### src/rtl/wb_commit_pkg.sv
// wb_commit_pkg: exception codes, op encodings, CP0 addresses, handler entry and WB register layout
package wb_commit_pkg;
  localparam logic [31:0] EX_ENTRY     = 32'hbfc00380;
  localparam logic [4:0]  EXC_INT      = 5'd0;
  localparam logic [4:0]  EXC_ADEL     = 5'd4;
  localparam logic [4:0]  EXC_ADES     = 5'd5;
  localparam logic [4:0]  EXC_SYS      = 5'd8;
  localparam logic [4:0]  EXC_BP       = 5'd9;
  localparam logic [4:0]  EXC_RI       = 5'd10;
  localparam logic [4:0]  EXC_OV       = 5'd12;
  localparam logic [7:0]  CP0_BADVADDR = {5'd8, 3'd0};
  localparam logic [7:0]  CP0_COUNT    = {5'd9, 3'd0};
  localparam logic [7:0]  CP0_COMPARE  = {5'd11, 3'd0};
  localparam logic [7:0]  CP0_STATUS   = {5'd12, 3'd0};
  localparam logic [7:0]  CP0_CAUSE    = {5'd13, 3'd0};
  localparam logic [7:0]  CP0_EPC      = {5'd14, 3'd0};
  typedef enum logic [2:0] {
    OP_NORMAL = 3'd0,
    OP_MTC0   = 3'd1,
    OP_MFC0   = 3'd2,
    OP_ERET   = 3'd3
  } op_e;
  typedef struct packed {
    logic [31:0] pc;
    logic        ex;
    logic [4:0]  exccode;
    logic        bd;
    logic [31:0] badvaddr;
    op_e         op;
    logic [7:0]  cp0_addr;
    logic        gpr_we;
    logic [4:0]  dest;
    logic [31:0] result;
  } ws_t;
endpackage

### src/rtl/wb_commit_if.sv
// wb_commit_if: MEM->WB handshake bundle (valid/allowin plus instruction fields); master=MEM, slave=WB
interface wb_commit_if;
  logic        ms_to_ws_valid;
  logic        ws_allowin;
  logic [31:0] ms_pc;
  logic        ms_ex;
  logic [4:0]  ms_exccode;
  logic        ms_bd;
  logic [31:0] ms_badvaddr;
  logic [2:0]  ms_op;
  logic [7:0]  ms_cp0_addr;
  logic        ms_gpr_we;
  logic [4:0]  ms_dest;
  logic [31:0] ms_result;
  modport master (
    output ms_to_ws_valid, ms_pc, ms_ex, ms_exccode, ms_bd, ms_badvaddr,
           ms_op, ms_cp0_addr, ms_gpr_we, ms_dest, ms_result,
    input  ws_allowin
  );
  modport slave (
    input  ms_to_ws_valid, ms_pc, ms_ex, ms_exccode, ms_bd, ms_badvaddr,
           ms_op, ms_cp0_addr, ms_gpr_we, ms_dest, ms_result,
    output ws_allowin
  );
endinterface

### src/rtl/wb_commit.sv
// wb_commit: WB register + commit/exception/eret decision; ports clk/rst, ms (MEM handshake), CP0 read/write/exception port, GPR write, flush/redirect
module wb_commit
  import wb_commit_pkg::*;
(
  input  logic        clk,
  input  logic        rst,
  wb_commit_if.slave  ms,
  input  logic        has_int,
  input  logic [31:0] cp0_rdata,
  input  logic [31:0] cp0_epc,
  output logic        mtc0_we,
  output logic [31:0] cp0_wdata,
  output logic [7:0]  cp0_addr,
  output logic        wb_ex,
  output logic [4:0]  wb_exccode,
  output logic        wb_bd,
  output logic [31:0] wb_pc,
  output logic [31:0] wb_BadVaddr,
  output logic        eret_flush,
  output logic        rf_we,
  output logic [4:0]  rf_waddr,
  output logic [31:0] rf_wdata,
  output logic        flush,
  output logic [31:0] flush_pc
);
  logic ws_valid_q, ws_valid_d, load;
  ws_t  ws_q, ws_d;
  always_comb begin
    ms.ws_allowin = 1'b1;
    wb_ex         = ws_valid_q && (has_int || ws_q.ex);
    wb_exccode    = has_int ? EXC_INT : ws_q.exccode;
    wb_bd         = ws_q.bd;
    wb_pc         = ws_q.pc;
    wb_BadVaddr   = ws_q.badvaddr;
    eret_flush    = ws_valid_q && ws_q.op == OP_ERET && !wb_ex;
    mtc0_we       = ws_valid_q && ws_q.op == OP_MTC0 && !wb_ex;
    cp0_wdata     = ws_q.result;
    cp0_addr      = ws_q.cp0_addr;
    rf_we         = ws_valid_q && !wb_ex &&
                    (ws_q.op == OP_MFC0 || (ws_q.op == OP_NORMAL && ws_q.gpr_we));
    rf_waddr      = ws_q.dest;
    rf_wdata      = ws_q.op == OP_MFC0 ? cp0_rdata : ws_q.result;
    flush         = wb_ex || eret_flush;
    flush_pc      = eret_flush ? cp0_epc : EX_ENTRY;
    load          = ms.ws_allowin && ms.ms_to_ws_valid && !flush;
    ws_valid_d    = load;
    ws_d          = load ? '{pc: ms.ms_pc, ex: ms.ms_ex, exccode: ms.ms_exccode,
                             bd: ms.ms_bd, badvaddr: ms.ms_badvaddr, op: op_e'(ms.ms_op),
                             cp0_addr: ms.ms_cp0_addr, gpr_we: ms.ms_gpr_we,
                             dest: ms.ms_dest, result: ms.ms_result}
                         : ws_q;
  end
  always_ff @(posedge clk) begin
    if (rst) begin
      ws_valid_q <= 1'b0;
      ws_q       <= '0;
    end else begin
      ws_valid_q <= ws_valid_d;
      ws_q       <= ws_d;
    end
  end
endmodule
### src/flat_wrapper.sv
// flat-port wrapper written by rule: the top's interface ports become plain ports
module wb_commit_flat import wb_commit_pkg::*;
  (clk, rst, has_int, cp0_rdata, cp0_epc, mtc0_we, cp0_wdata, cp0_addr, wb_ex, wb_exccode, wb_bd, wb_pc, wb_BadVaddr, eret_flush, rf_we, rf_waddr, rf_wdata, flush, flush_pc, ms_ms_to_ws_valid, ms_ms_pc, ms_ms_ex, ms_ms_exccode, ms_ms_bd, ms_ms_badvaddr, ms_ms_op, ms_ms_cp0_addr, ms_ms_gpr_we, ms_ms_dest, ms_ms_result, ms_ws_allowin);
  wb_commit_if ms_i ();
  input  logic clk;
  input  logic rst;
  input  logic has_int;
  input  logic [31:0] cp0_rdata;
  input  logic [31:0] cp0_epc;
  output logic mtc0_we;
  output logic [31:0] cp0_wdata;
  output logic [7:0] cp0_addr;
  output logic wb_ex;
  output logic [4:0] wb_exccode;
  output logic wb_bd;
  output logic [31:0] wb_pc;
  output logic [31:0] wb_BadVaddr;
  output logic eret_flush;
  output logic rf_we;
  output logic [4:0] rf_waddr;
  output logic [31:0] rf_wdata;
  output logic flush;
  output logic [31:0] flush_pc;
  input wire logic [$bits(ms_i.ms_to_ws_valid)-1:0] ms_ms_to_ws_valid;
  input wire logic [$bits(ms_i.ms_pc)-1:0] ms_ms_pc;
  input wire logic [$bits(ms_i.ms_ex)-1:0] ms_ms_ex;
  input wire logic [$bits(ms_i.ms_exccode)-1:0] ms_ms_exccode;
  input wire logic [$bits(ms_i.ms_bd)-1:0] ms_ms_bd;
  input wire logic [$bits(ms_i.ms_badvaddr)-1:0] ms_ms_badvaddr;
  input wire logic [$bits(ms_i.ms_op)-1:0] ms_ms_op;
  input wire logic [$bits(ms_i.ms_cp0_addr)-1:0] ms_ms_cp0_addr;
  input wire logic [$bits(ms_i.ms_gpr_we)-1:0] ms_ms_gpr_we;
  input wire logic [$bits(ms_i.ms_dest)-1:0] ms_ms_dest;
  input wire logic [$bits(ms_i.ms_result)-1:0] ms_ms_result;
  output wire logic [$bits(ms_i.ws_allowin)-1:0] ms_ws_allowin;
  assign ms_i.ms_to_ws_valid = ms_ms_to_ws_valid;
  assign ms_i.ms_pc = ms_ms_pc;
  assign ms_i.ms_ex = ms_ms_ex;
  assign ms_i.ms_exccode = ms_ms_exccode;
  assign ms_i.ms_bd = ms_ms_bd;
  assign ms_i.ms_badvaddr = ms_ms_badvaddr;
  assign ms_i.ms_op = ms_ms_op;
  assign ms_i.ms_cp0_addr = ms_ms_cp0_addr;
  assign ms_i.ms_gpr_we = ms_ms_gpr_we;
  assign ms_i.ms_dest = ms_ms_dest;
  assign ms_i.ms_result = ms_ms_result;
  assign ms_ws_allowin = ms_i.ws_allowin;
  wb_commit u_core (.clk(clk), .rst(rst), .ms(ms_i), .has_int(has_int), .cp0_rdata(cp0_rdata), .cp0_epc(cp0_epc), .mtc0_we(mtc0_we), .cp0_wdata(cp0_wdata), .cp0_addr(cp0_addr), .wb_ex(wb_ex), .wb_exccode(wb_exccode), .wb_bd(wb_bd), .wb_pc(wb_pc), .wb_BadVaddr(wb_BadVaddr), .eret_flush(eret_flush), .rf_we(rf_we), .rf_waddr(rf_waddr), .rf_wdata(rf_wdata), .flush(flush), .flush_pc(flush_pc));
endmodule
### config.mk
export PLATFORM = sky130hd
export DESIGN_NAME = wb_commit_flat
export DESIGN_NICKNAME = d
export VERILOG_FILES = /design/src/rtl/wb_commit_pkg.sv /design/src/rtl/wb_commit_if.sv /design/src/rtl/wb_commit.sv /design/src/flat_wrapper.sv
export SDC_FILE = /design/constraint.sdc
export NUM_CORES = 1
export LEC_CHECK = 0
export ABC_CLOCK_PERIOD_IN_PS = 2000
export BUFFER_PORTS_ARGS = -buffer_cell sky130_fd_sc_hd__buf_2
export CAP_MARGIN = 10
export CORE_AREA = 2 2 145 147
export CTS_BUF_LIST = sky130_fd_sc_hd__clkbuf_16
export DETAILED_ROUTE_END_ITERATION = 16
export DIE_AREA = 0 0 147 149
export SLEW_MARGIN = 20
export SYNTH_ARGS = -nofsm -noshare
export SYNTH_HDL_FRONTEND = slang
export SYNTH_SLANG_ARGS = --single-unit
export TNS_END_PERCENT = 20
### constraint.sdc
create_clock -name clk -period 2 [get_ports clk]
set_input_delay 0.2 -clock clk [delete_from_list [all_inputs] [get_ports clk]]
set_output_delay 0.2 -clock clk [all_outputs]
set_load 0.01 [all_outputs]
==> results.md <==
* Status: finished with violations
* Failing checks: setup timing
* Vias in the first global route at 5,107
* Final period util at 107%
* # IOs at 373
* Post-synth EDFFs at 0
* IO Port Bufs at 371
* Initial antenna violation count at 4
* Root Buffer: clkbuf_16
* Worst min-delay path category: in2reg
* Kind of critical path: reg2out
* Synth warn at 0
* Fraction of layout cells with a size suffix above 1 at 47.7%
* Fillers at 2,016
* Final Hold Viols at 0
* Routability cong. at 0.777
* H-Tree Depth at 4
* Synth unique cells at 27
* Post-Synthesis Cells at 721
* Avg WL per Cell at 14.8 um
* Worst R2R Path Depth at 5
* Crit path DAT at 1.95 ns
* Post-DP HPWL at 13,900 um
* Nets at 1,162
* Synth Area per Inst at 9.55 sq um
* First-iteration detailed-routing DRC count at 154
* Post-route DRC violation count at 0
* CP top delay family: simple AND/OR/NAND/NOR gates
* Highest clock rate at 465 MHz
* Tot Pwr at 7.01 mW
* CTS Buf Count at 17
* Finished Layout Cells at 1,265
* Commonest non-fill, non-tap cell in the layout: buf_2
* Critical Path Stages at 5
* Sequential cell area fraction in the yosys report at 35.2%
* Initial Util at 33.5%
* Worst EP required at 1.80 ns
* CP cell instances: or4b_4, nor2_4, buf_6, and2_1, buf_2
* Inst Count DP at 1,224
* CTS tree: yes
* Leak at 4.48 nW
* Synthesized Nets at 909
* Crit. End Element: primary output
* R2r startpoint: u_core.ws_q[48]$_SDFFE_PP0P_
* Mapped cell area at 6880 sq um
* Worst-path clk slew at 0.06 ns
* First-pass GRT wire length at 27,400 um
* Min-delay src: ms_ms_pc[0]
* Leading cell types in the layout, fill and taps excluded: buf_2, nand2b_1, mux2i_1
* WL final at 18,800 um
* Core area at 20,600 sq um
* Global Route Usage Sum at 16.1%
* Core Rows at 53
* Clock sink count at 121
* RSZ-0062 raised after global routing: true
* CP max-delay cell: or4b_4
* Critical Path Fanout Max at 10
* Area Overhead vs Synth at 31.1%
* Synth async-reset ratio at 0%
* Die area at 21,900 sq um
* Worst setup path start: u_core.ws_q[87]$_SDFFE_PP0P_
* FF+latch count, synth at 121
* PnR worst setup slack at -0.149 ns
* Crit path time final at 2.15 ns
* Pre-antenna DRT Iters at 4
* Routed Antenna Nets at 0
* Finish-stage setup viols at 64
* Die height at 149 um
* Main synth FF type: dfxtp_1
* Crit path launch type: flip-flop
* Die width at 147 um
* Global route overflow at 0
* Buf/Inv on CP at 2
* Longest Clk Path Bufs at 2
* MaxCap Viol Count at 0
* Final Skew at 0.0101 ns
* CP max stage delay at 0.60 ns
* Max Slew Vio Count at 0
* Power Dens Cells at 777 nW/um^2
* Hold Crit Depth at 3
* VDD IR max at 0.000502 V
* Vias post-DR at 5,380
* Avg Vias per Cell at 4.25
* Pin count of the biggest net entering global routing at 98
* Setup Total Neg Slack at -5.42 ns
* Clock Latency Late Sink at 0.41 ns
-- worst register-to-register path: stages, from the launching register on --
cell	delay, ns
dfxtp_4	0.34
buf_4	0.12
nand4b_2	0.16
and3_4	0.47
buf_12	0.26
mux2i_1	0.22
-- routing by layer --
metal	track usage, %	share of wire, %	up-vias
li1	-	-	2725
met1	17.7	39	2427
met2	28.6	50	211
met3	6.21	8.3	17
met4	5.24	1.8	0
met5	0	0	-
-- cells in the mapped netlist, types with 4 or more instances --
library cell  number  share of area (%)
and2_1            20                1.8
buf_2              4               0.29
nor2b_1            5               0.45
mux2_2            32                5.2
mux2i_1          118                 17
dfxtp_1          121                 35
or3_1             12                1.1
buf_4            119                 13
clkbuf_1          28                1.5
nand2b_1         236                 21
buf_6              4               0.65
-- stage by stage --
step / hold WS, ns / setup slack, ns / util [%] / area [sq um]
after floorplan: 0.337 / 0.420 / - / 6880
after global placement: 0.456 / 0.214 / 40.1 / 8250
after detailed placement: 0.460 / 0.174 / 40.1 / 8250
after CTS: 0.0164 / -0.180 / 43.3 / 8890
after global routing: 0.0270 / -0.240 / 43.9 / 9020
final: 0.0407 / -0.149 / 43.9 / 9020
-- where the power goes --
part,total [mW],leakage (nW),internal (mW),switching (mW)
combinational,1.18,3.20,0.631,0.552
sequential,2.68,0.999,2.58,0.0985
clock,3.14,0.283,1.96,1.18
total,7.01,4.48,5.17,1.83
-- kinds of logic (layout without fill, tap and decap cells) --
kind of cell / count (synthesis) / in the layout / share of synthesized area [%]
buf+inv: 158 / 424 / 15.6
other cells: 1 / 4 / 0.0545
simple gates: 286 / 286 / 26.2
flops: 121 / 121 / 35.2
mux: 150 / 150 / 22.4
compound gates: 5 / 5 / 0.491
-- layout make-up --
type	count	area, sq um	area share (%)
flip-flops and latches	121	2430	26.9
clock inverters	15	175	1.94
diodes	3	7.51	0.0832
repair buffers	390	2210	24.5
clock buffers	17	425	4.72
inverters	2	7.51	0.0832
well taps	275	344	3.81
multi-input cells	442	3420	38.0
-- state kept, by name, indices dropped and copies added (netlist names) --
signal	cells
u_core.cp0_wdata	32
u_core.ws_q	10
u_core.wb_BadVaddr	32
u_core.wb_pc	32
u_core.ws_valid_q	1
u_core.cp0_addr	8
u_core.rf_waddr	5
u_core.wb_bd	1
-- timing repair --
action | in CTS | in global routing
setup endpoints to repair | 65 | 67
hold buffers | 0 | 0
setup buffers | 3 | 1
pin swaps | 1 | 10
gates cloned | 0 | 2
gates resized for setup | 5 | 27
-- worst paths after layout --
path / end / slack [ns]
min reg2reg: u_core.wb_BadVaddr[22]$_SDFFE_PP0P_ / 0.47
max: flush_pc[4] / -0.15
min: u_core.wb_pc[0]$_SDFFE_PP0P_ / 0.04
max reg2reg: u_core.wb_BadVaddr[27]$_SDFFE_PP0P_ / 0.36
(Power assumes the default switching activity.)
